`src/rtl/alu_shift_seq.sv`:
```
// Multi-cycle SLL/SRL/SRA sequencer: shifts at most STEP bits per cycle until the
// remaining count reaches zero, then holds the result behind a valid/ready handshake.
module alu_shift_seq #(
  parameter int unsigned WIDTH   = 32,
  parameter int unsigned SHAMT_W = 5,
  parameter int unsigned STEP    = 4
) (
  input  logic               i_clk,
  input  logic               i_reset,
  input  logic               i_valid,
  output logic               o_ready,
  input  logic [1:0]         i_op,
  input  logic [WIDTH-1:0]   i_data,
  input  logic [SHAMT_W-1:0] i_shamt,
  output logic               o_valid,
  input  logic               i_ready,
  output logic [WIDTH-1:0]   o_result,
  output logic               o_busy
);

  typedef enum logic [1:0] {StIdle, StShift, StDone} state_e;

  localparam logic [1:0] OpSll = 2'b00;
  localparam logic [1:0] OpSrl = 2'b01;
  localparam logic [1:0] OpSra = 2'b10;
  localparam logic [1:0] OpPass = 2'b11;
  localparam logic [SHAMT_W-1:0] StepAmt = SHAMT_W'(STEP);

  state_e             state_q, state_d;
  logic [WIDTH-1:0]   result_q, result_d;
  logic [1:0]         op_q, op_d;
  logic [SHAMT_W-1:0] rem_q, rem_d;
  logic [SHAMT_W-1:0] step_k;
  logic               accept;

  assign o_ready  = (state_q == StIdle) && !i_reset;
  assign o_valid  = (state_q == StDone);
  assign o_busy   = (state_q != StIdle);
  assign o_result = result_q;
  assign accept   = i_valid && o_ready;

  // Per-cycle shift never exceeds what is left, so the counter cannot underflow.
  assign step_k = (rem_q < StepAmt) ? rem_q : StepAmt;

  always_comb begin
    state_d  = state_q;
    result_d = result_q;
    op_d     = op_q;
    rem_d    = rem_q;
    unique case (state_q)
      StIdle: begin
        if (accept) begin
          result_d = i_data;
          op_d     = i_op;
          rem_d    = i_shamt;
          state_d  = (i_shamt == '0 || i_op == OpPass) ? StDone : StShift;
        end
      end
      StShift: begin
        rem_d = rem_q - step_k;
        unique case (op_q)
          OpSll:   result_d = result_q << step_k;
          OpSrl:   result_d = result_q >> step_k;
          OpSra:   result_d = WIDTH'($signed(result_q) >>> step_k);
          default: result_d = result_q;
        endcase
        if (rem_d == '0) state_d = StDone;
      end
      StDone: begin
        if (i_ready) state_d = StIdle;
      end
      default: state_d = StIdle;
    endcase
  end

  always_ff @(posedge i_clk) begin
    if (i_reset) begin
      state_q  <= StIdle;
      result_q <= '0;
      op_q     <= '0;
      rem_q    <= '0;
    end else begin
      state_q  <= state_d;
      result_q <= result_d;
      op_q     <= op_d;
      rem_q    <= rem_d;
    end
  end

endmodule
```
`config.mk`:
```
export PLATFORM = sky130hd
export DESIGN_NAME = alu_shift_seq
export DESIGN_NICKNAME = d
export VERILOG_FILES = /design/src/rtl/alu_shift_seq.sv
export SDC_FILE = /design/constraint.sdc
export NUM_CORES = 1
export LEC_CHECK = 0
export BUFFER_PORTS_ARGS = -buffer_cell sky130_fd_sc_hd__buf_2
export CAP_MARGIN = 10
export CORE_MARGIN = 2
export CORE_UTILIZATION = 52
export CTS_CLUSTER_SIZE = 12
export DETAILED_ROUTE_END_ITERATION = 16
export GPL_TIMING_DRIVEN = 0
export PLACE_DENSITY_LB_ADDON = 0.3
export SYNTH_ARGS = -nofsm -noshare
export SYNTH_HDL_FRONTEND = slang
export SYNTH_SLANG_ARGS = --single-unit
```
`constraint.sdc`:
```
create_clock -name i_clk -period 7.5 [get_ports i_clk]
set_clock_uncertainty 0.05 [all_clocks]
set_input_delay 0.375 -clock i_clk [delete_from_list [all_inputs] [get_ports i_clk]]
set_output_delay 0.375 -clock i_clk [all_outputs]
set_load 0.02 [all_outputs]
```
After elaboration in Yosys (flattened, before gate mapping)
Index checks and enable logic that the tools add are counted.

word-level totals
  register bits after elaboration = 41
  input bits = 43
  output and inout port bits = 35

cells by class
  add/subtract/negate cells = 1
  magnitude comparators = 1
  eq/ne operators = 9
  shifts and indexed selects = 3
  mux-type cells = 11
  reduce and logical (&&, ||, !) cells = 14

operators with widths
  cell                                                        count
  one-hot mux 32 bit (3 select lines)                         1
  one-hot mux 32 bit (2 select lines)                         1
  two-way mux 32 bit                                          1
  left shift 32 x 5 -> 32 bit                                 1
  >> shifter 32 x 5 -> 32 bit                                 1
  >>> shifter 32 x 5 -> 32 bit                                1
  logical NOT 5 bit                                           2
  two-way mux 5 bit                                           2
  one-hot mux 5 bit (2 select lines)                          1
  two-way mux 2 bit                                           4
  equality test 2 bit, second input constant                  3
  one-hot mux 2 bit (3 select lines)                          1
  AND reduction 3 bit                                         2
  less-than comparator 5 x 3 -> 1 bit, second input constant  1
  subtractor 5 bit                                            1
  equality test 2 x 1 -> 1 bit, second input constant         2
  logical NOT 2 bit                                           2
  != test 2 bit, second input constant                        2
  != test 4 x 1 -> 1 bit, second input constant               1
  AND reduction 2 bit                                         2
  nonzero test 2 bit                                          2
  logical AND 1 bit                                           2
  != test 2 x 1 -> 1 bit, second input constant               1
  logical NOT 1 bit                                           1
  logical OR 1 bit                                            1

Depth between registers and ports, before layout
Gate-level depths: netlist of the first run.

  word-level depth = 6
  mapped depth = 11
  gate-level depth less buffers = 8

Worst setup path after synthesis of the first run
Ideal clock, no wire load.

  path kind = reg2reg
  start point = register rem_q[2]
  end point = register state_q[1]
  data arrival time = 2.355 ns
  slack = 5.015 ns
  stages on the path, launching flop included = 12
  period minus slack after synthesis = 2.485 ns
  cells stage by stage = dfxtp_1 -> buf_6 -> or3_1 -> clkbuf_1 -> clkbuf_1 -> nand2_1 -> ha_1 -> nor3b_1 -> a211oi_1 -> o41ai_1 -> a21oi_1 -> nor3b_1

on the way
  longest elaborated chain between the ends = 6

RTL lines
  item                                 line  source
  start: declaration                   32    logic [SHAMT_W-1:0] rem_q, rem_d;
  start signal: assignment             86    rem_q <= rem_d;
  less-than comparator 5 x 3 -> 1 bit  43    assign step_k = (rem_q < StepAmt) ? rem_q : StepAmt;
  two-way mux 5 bit                    43
  subtractor 5 bit (*)                 60    rem_d = rem_q - step_k;
  logical NOT 5 bit (*)                67    if (rem_d == '0) state_d = StDone;
  != test 2 bit (no line) (*)          --
  AND reduction 3 bit (no line) (*)    --
  end signal: assignment               78    state_q <= StIdle;
  end signal: assignment               83    state_q <= state_d;
  end: declaration                     29    state_e state_q, state_d;

Every way passes the cells marked *; elsewhere a longest branch is shown, timed or not.
A chain may end at the register's enable or synchronous reset.

Final worst setup path of the first run
  start point = register rem_q[1]
  end point = register state_q[1]

Same word-level chain as after synthesis.

==> results_dict.tcl, run 1 <==
set metrics [dict create \
    required_ps 7690 \
    antenna-diode-count 0 \
    grt_max_degree 12 \
    synth_xor_xnor_area_share_pct 0.1899 \
    cts_htree_levels 2 \
    timing.critical_path.from_type "register" \
    total_switching_power_mw 0.5266 \
    power_frac_clock_pct 15.3 \
    fillers 829 \
    relative_slew_slack_pct 14.00 \
    ys_seq_area_share_pct 17.79 \
    global_routing_usage_summed_across_all_routing_layers_pct 41.83 \
    placed_cell_area_um2 5134 \
    yosysWarnings 0 \
    synth_top_area_share_pct 17.79 \
    overflow 0 \
    hp-class "in -> reg" \
    gp_congestion 1.011 \
    finalCritPeriodShare_pct 45.94 \
    numPlacedInstances 776 \
    power_report.internal_total_mw 0.5137 \
    synthAdderAreaFrac_pct 1.085 \
    synth.avg_cell_area_um2 7.806 \
    vias_in_the_first_global_route 5397 \
    dpl.hpwl_mm 14.30 \
    number_of_synthesized_flops_with_an_enable_pin 0 \
    antenna_found_initial 0 \
    starting_density_pct 53.16 \
    die_span_y_um 98.19 \
    post_synth_instance_area_um2 4613 \
    core_um2 8678 \
    post_cts.repair.setup_buffers 0 \
    die_width_um 98.19 \
    synth_compound_area_share_pct 30.62 \
    placement.io_buffers 77 \
    holdBufCountCts 0 \
    cp_data_arrival_time_ps 3630 \
    cts.reportedPaths.clkPinSlew_ps 90 \
    cell_types_with_the_largest_area_share_after_synthesis "sky130_fd_sc_hd__dfxtp_1, sky130_fd_sc_hd__mux2i_1, sky130_fd_sc_hd__nand2_1, sky130_fd_sc_hd__mux4_2, sky130_fd_sc_hd__o21ai_0" \
    maxClockFrequency_mhz 290.3 \
    clockRootBuffer "sky130_fd_sc_hd__clkbuf_8" \
    synthDominantAreaCellType "sky130_fd_sc_hd__dfxtp_1" \
    routedWlPerCell_um 26.28 \
    avgViaCountPerCell 7.301 \
    final_nets 723 \
    timing.final.crit_period_ps 3445 \
    finish.utilization_pct 60.16 \
    clock_tree.buffer_depth 2 \
    critical_path_peak_fanout 10 \
    post_cts.resized_instances 0 \
    multi_input_area_um2 3387 \
    drt_wl_total_mm 20.63 \
    drt_iter0_drc 830 \
    worstSetupPathType "reg -> reg" \
    grt_first_pass_wirelength_mm 31.40 \
    clock-sinks 41 \
    final_hold_viol_count 0 \
    share_seq_of_total_power_pct 26.4 \
    fin_cells 785 \
    pin_count 78 \
    drv.max_cap_violation_count 0 \
    insertion_delay_ps 310 \
    ys_async_sr_fraction_pct 0 \
    synth.lib_cells_used.distinct 70 \
    fraction_of_layout_instances_using_a_drive_strength_above_1_pct 22.01 \
    vias 5731 \
    finalMaxSlewViolations 0 \
    setup_repair_after_global_routing_missed_its_margin "false" \
    synth-seq-cells 41 \
    synth_nets 638 \
    post_detailed_route_drc_marker_count 0 \
    status "finished, final reports clean" \
    combinational_family_with_the_most_area_after_synthesis "compound AO/OA/AOI/OAI gates" \
    setup_total_negative_slack_ps 0 \
    yosys_most_used_dff "sky130_fd_sc_hd__dfxtp_1" \
    timing_worst_slew_pin_value_ps 1279 \
    register_area_um2 820.8 \
    floorplan.die_area_um2 9641 \
    synth.mux.area_fraction_pct 20.88 \
    combinationalPowerShare_pct 58.3 \
    placement_rows 34 \
    fin_area_um2 5221 \
    switching_share_pct 50.62 \
    synth_simple_gate_area_share_pct 20.56 \
    cts_inserted_buffers 5 \
    synthToLayoutAreaGrowth_pct 13.18 \
    static_power_due_to_leakage_nw 2.089 \
    final_antenna_net_count 0 \
    powerDensity_nw_per_um2 199.2 \
    final_setup_vio_count 0 \
    cp-end-kind "register" \
    power.ir.vdd_worst_mv 0.1021 \
    tritoncts "built" \
    drt_pre_antenna_iters 6 \
    syn_inst 591 \
]
-- stage by stage --
stage / worst slack [ps] / hold WS [ps] / power (mW)
floorplan: 5015 / 403.0 / 0.6641
global placement: 4323 / 413.8 / 0.8516
detailed placement: 4199 / 421.0 / 0.8551
CTS: 4176 / 279.1 / 1.007
global route: 3879 / 288.2 / 1.070
finish: 4055 / 268.6 / 1.040
-- worst paths after layout --
check | start | to | slack [ps] | cells past startpoint
hold / removal | i_op[1] | op_q[1] | 270 | 3
setup reg to reg | rem_q[1] | state_q[1] | 4050 | 10
setup / recovery | rem_q[1] | state_q[1] | 4050 | 10
hold reg to reg | op_q[1] | op_q[1] | 430 | 2
-- cell families after synthesis --
logic type,after synthesis
XOR/XNOR,1
AND/OR/NAND/NOR,188
flip-flops,41
buffers and inverters,86
adder cells (fa/ha/maj),4
multiplexers,71
other,1
AO/OA/AOI/OAI,199
-- flip-flops by register name, indices dropped and copies added, names as in the netlist --
register	count
o_result	32
rem_q	5
state_q	2
op_q	2
-- metal layers --
metal | global-route usage, % | wire length [um] | vias up
met5 | 0 | 0 | -
met4 | 23.71 | 1329 | 0
met3 | 9.520 | 2901 | 123
met2 | 63.22 | 8814 | 534
met1 | 55.04 | 7585 | 2638
li1 | - | - | 2436
-- worst max-delay path, cell delays in order, from the launching register on --
cell and delay [ps]:
sky130_fd_sc_hd__dfxtp_1 320, sky130_fd_sc_hd__buf_2 230, sky130_fd_sc_hd__clkbuf_1 600, sky130_fd_sc_hd__clkbuf_1 620, sky130_fd_sc_hd__nand2_1 130, sky130_fd_sc_hd__ha_1 270, sky130_fd_sc_hd__o21a_1 190, sky130_fd_sc_hd__o22a_1 180
sky130_fd_sc_hd__o41ai_1 460, sky130_fd_sc_hd__a21oi_1 140, sky130_fd_sc_hd__nor3b_1 180
-- power groups by stage --
stage / Sequential (mW) / Combinational (mW) / Clock (mW)
after global placement: 0.277 / 0.574 / 0
after floorplan: 0.298 / 0.366 / 0
after CTS: 0.273 / 0.579 / 0.155
after global routing: 0.277 / 0.632 / 0.161
after detailed placement: 0.278 / 0.577 / 0
final: 0.275 / 0.607 / 0.159
-- synth_stat cells, types with 5 or more instances --
| library cell | count |
|---|---|
| sky130_fd_sc_hd__nor3_1 | 10 |
| sky130_fd_sc_hd__o22ai_1 | 6 |
| sky130_fd_sc_hd__o32ai_1 | 7 |
| sky130_fd_sc_hd__dfxtp_1 | 41 |
| sky130_fd_sc_hd__buf_6 | 7 |
| sky130_fd_sc_hd__nand3_1 | 23 |
| sky130_fd_sc_hd__and3_1 | 5 |
| sky130_fd_sc_hd__a211oi_1 | 19 |
| sky130_fd_sc_hd__nor2b_1 | 8 |
| sky130_fd_sc_hd__o21ai_1 | 8 |
| sky130_fd_sc_hd__a221oi_1 | 15 |
| sky130_fd_sc_hd__inv_1 | 9 |
| sky130_fd_sc_hd__o221ai_1 | 5 |
| sky130_fd_sc_hd__o211ai_1 | 8 |
| sky130_fd_sc_hd__nand2_1 | 77 |
| sky130_fd_sc_hd__mux2i_1 | 42 |
| sky130_fd_sc_hd__buf_1 | 6 |
| sky130_fd_sc_hd__buf_2 | 15 |
| sky130_fd_sc_hd__mux4_1 | 6 |
| sky130_fd_sc_hd__a311oi_1 | 5 |
| sky130_fd_sc_hd__a31oi_1 | 9 |
| sky130_fd_sc_hd__clkbuf_1 | 46 |
| sky130_fd_sc_hd__a21o_1 | 7 |
| sky130_fd_sc_hd__mux2_2 | 10 |
| sky130_fd_sc_hd__a21oi_1 | 32 |
| sky130_fd_sc_hd__mux4_2 | 11 |
| sky130_fd_sc_hd__nor2_1 | 32 |
| sky130_fd_sc_hd__o21ai_0 | 36 |
-- final cells by class --
class | instances | share of cell area [%]
Buffer | 77 | 7.117
Clock buffer | 8 | 1.534
Inverter | 9 | 0.6470
Multi-Input combinational cell | 464 | 64.87
Sequential cell | 41 | 15.72
Tap cell | 108 | 2.588
Timing Repair Buffer | 78 | 7.525
-- placed cells by master, fill, tap and decap left out, types with 11 or more instances in the layout --
cell type,count
sky130_fd_sc_hd__a221oi_1,15
sky130_fd_sc_hd__nor2_1,32
sky130_fd_sc_hd__nand2_1,77
sky130_fd_sc_hd__a211oi_1,19
sky130_fd_sc_hd__mux4_2,11
sky130_fd_sc_hd__mux2i_1,42
sky130_fd_sc_hd__dfxtp_1,41
sky130_fd_sc_hd__buf_2,92
sky130_fd_sc_hd__o21ai_0,36
sky130_fd_sc_hd__clkbuf_1,49
sky130_fd_sc_hd__a21oi_1,32
sky130_fd_sc_hd__nand3_1,23
Note: power is estimated with default switching activity, not from simulation.
==> run 2: changes to the inputs <==
clock period = 3.1 ns   (was 7.5 ns; I/O delays follow)
==> results_dict.tcl, run 2 (same netlist as run 1, synthesis figures left out) <==
set metrics [dict create \
    status "finished, final reports clean" \
    reg2regPathDepth 8 \
    core_um2 8678 \
    total_switching_power_mw 1.283 \
    tritoncts "built" \
    cp_data_arrival_time_ps 3190 \
    largest_register_ff_count 32 \
    drt-met1-wl_mm 7.731 \
    fillers 825 \
    antenna_found_initial 0 \
    drv.max_cap_violation_count 0 \
    critical_path_peak_fanout 10 \
    clock-sinks 41 \
    timing.final.crit_period_ps 3038 \
    met2RoutedLength_mm 8.861 \
    vias 5713 \
    drt_wl_total_mm 20.64 \
    post-layout-total-power_mw 2.536 \
    cts_inserted_buffers 5 \
    cp_cell_sequence "inv_1, ha_1, o21ai_0, a21o_1, clkbuf_1, clkbuf_1, a221oi_1, o32ai_1" \
    final_setup_vio_count 0 \
    clockRootBuffer "sky130_fd_sc_hd__clkbuf_8" \
    power.ir.vdd_worst_mv 0.2473 \
    overflow 0 \
    holdBufCountCts 0 \
    timing.critical_path.from_type "register" \
    power_report.internal_total_mw 1.253 \
    fraction_of_layout_instances_using_a_drive_strength_above_1_pct 23.56 \
    share_seq_of_total_power_pct 26.2 \
    cts_htree_levels 2 \
    cp_num_cells 8 \
    starting_density_pct 53.16 \
    powerDensity_nw_per_um2 479.4 \
    drt_iter0_drc 886 \
    die_width_um 98.19 \
    reg2reg_slack_ps 60 \
    global_routing_usage_summed_across_all_routing_layers_pct 41.83 \
    placed_cell_area_um2 5134 \
    worst_setup_sp "op_q[0]" \
    required_ps 3250 \
    finalMaxSlewViolations 0 \
    rr_endpoint "o_result[2]" \
    vias_in_the_first_global_route 5390 \
    fin_area_um2 5290 \
    route.met3.wl_mm 2.709 \
    gp_congestion 1.011 \
    post_detailed_route_drc_marker_count 0 \
    routedWlPerCell_um 26.22 \
    timing_worst_slew_pin_value_ps 1084 \
    hp-class "in -> reg" \
    relative_slew_slack_pct 27.24 \
    placement.io_buffers 77 \
    grt_max_degree 12 \
    critical-path-max-stage-delay_ps 660 \
    crit_slowest_cell "sky130_fd_sc_hd__clkbuf_1" \
    power_frac_clock_pct 15.2 \
    dpl.hpwl_mm 14.30 \
    layout.cells.most_common "sky130_fd_sc_hd__buf_2" \
    floorplan.die_area_um2 9641 \
    final_antenna_net_count 0 \
    final_hold_viol_count 0 \
    clock_tree.buffer_depth 2 \
    final_nets 725 \
    insertion_delay_ps 310 \
    critPathCapture "o_result[2]" \
    setup_total_negative_slack_ps 0 \
    setup_repair_after_global_routing_missed_its_margin "false" \
    dr.max_layer_used "met4" \
    path_delay_family "buffers and inverters" \
    placement_rows 34 \
    worst_path_most_repeated_cell "sky130_fd_sc_hd__clkbuf_1" \
    die_span_y_um 98.19 \
    static_power_due_to_leakage_nw 2.123 \
    antenna-diode-count 0 \
    drt_pre_antenna_iters 5 \
    grt_first_pass_wirelength_mm 31.42 \
    finalCritPeriodShare_pct 97.99 \
    cp-end-kind "register" \
    synthToLayoutAreaGrowth_pct 14.67 \
    maxClockFrequency_mhz 329.2 \
    switching_share_pct 50.59 \
    cts.reportedPaths.clkPinSlew_ps 90 \
    critical_path_buf_inv_count 3 \
    combinationalPowerShare_pct 58.6 \
    pin_count 78 \
    avgViaCountPerCell 7.259 \
    mostFrequentLayoutCells "sky130_fd_sc_hd__buf_2, sky130_fd_sc_hd__nand2_1, sky130_fd_sc_hd__clkbuf_1" \
    rr_startpoint "op_q[0]" \
    worstSetupPathType "reg -> reg" \
]
run 2: cell types whose count changed in the layout (fill, tap and decap cells not counted), sizes merged:
cell / previous run / this run
buf: 109 / 111
run 2: power groups by stage:
stage / clock network [mW] / logic, mW / registers, mW
6_report: 0.385 / 1.49 / 0.664
5_1_grt: 0.388 / 1.55 / 0.672
4_1_cts: 0.376 / 1.41 / 0.661
3_5_place_dp: 0 / 1.40 / 0.673
3_3_place_gp: 0 / 1.39 / 0.671
2_1_floorplan: 0 / 0.886 / 0.721
run 2: worst min-delay path by stage:
stage	startpoint	to	slack, ps	cells after the start
floorplan	i_op[0]	op_q[0]	250	2
global placement	i_op[1]	op_q[1]	380	3
detailed placement	i_op[1]	op_q[1]	380	3
CTS	i_op[1]	op_q[1]	60	3
global route	i_op[1]	op_q[1]	70	3
finish	i_op[1]	op_q[1]	50	3
run 2: per-layer routing:
layer  GRT usage [%]  up-vias
met5               0        -
met4           24.66        0
met3           9.377      118
met2           62.75      509
met1           55.12     2643
li1                -     2443
run 2: final cells by class:
class | count | area [um2] | area share [%]
tap | 108 | 135.1 | 2.554
inverter | 9 | 33.78 | 0.6386
sequential | 41 | 820.8 | 15.52
clock buffer | 8 | 80.08 | 1.514
multi-input combinational | 464 | 3435 | 64.92
buffer | 77 | 377.9 | 7.143
timing repair buffer | 80 | 407.9 | 7.711
run 2: worst min-delay path, stage by stage:
cell                      delay (ps)
sky130_fd_sc_hd__buf_2           100
sky130_fd_sc_hd__nand3_1          60
sky130_fd_sc_hd__a21oi_1          50
run 2: what timing repair did:
| item | in CTS | in global routing |
|---|---|---|
| gates cloned | 0 | 0 |
| setup buffers | 0 | 3 |
| resized for setup | 6 | 10 |
| setup endpoints to repair | 7 | 7 |
run 2: metrics by stage:
step / hold slack (ps) / setup slack, ps / cells / util [%]
after global routing: 68.17 / 1.950 / 787 / 60.96
after detailed placement: 377.1 / -200.7 / 776 / 59.16
after floorplan: 252.5 / 614.7 / 591 / -
after CTS: 59.05 / 27.81 / 784 / 60.41
after global placement: 375.7 / -77.46 / 776 / 59.16
final: 45.43 / 62.46 / 787 / 60.96
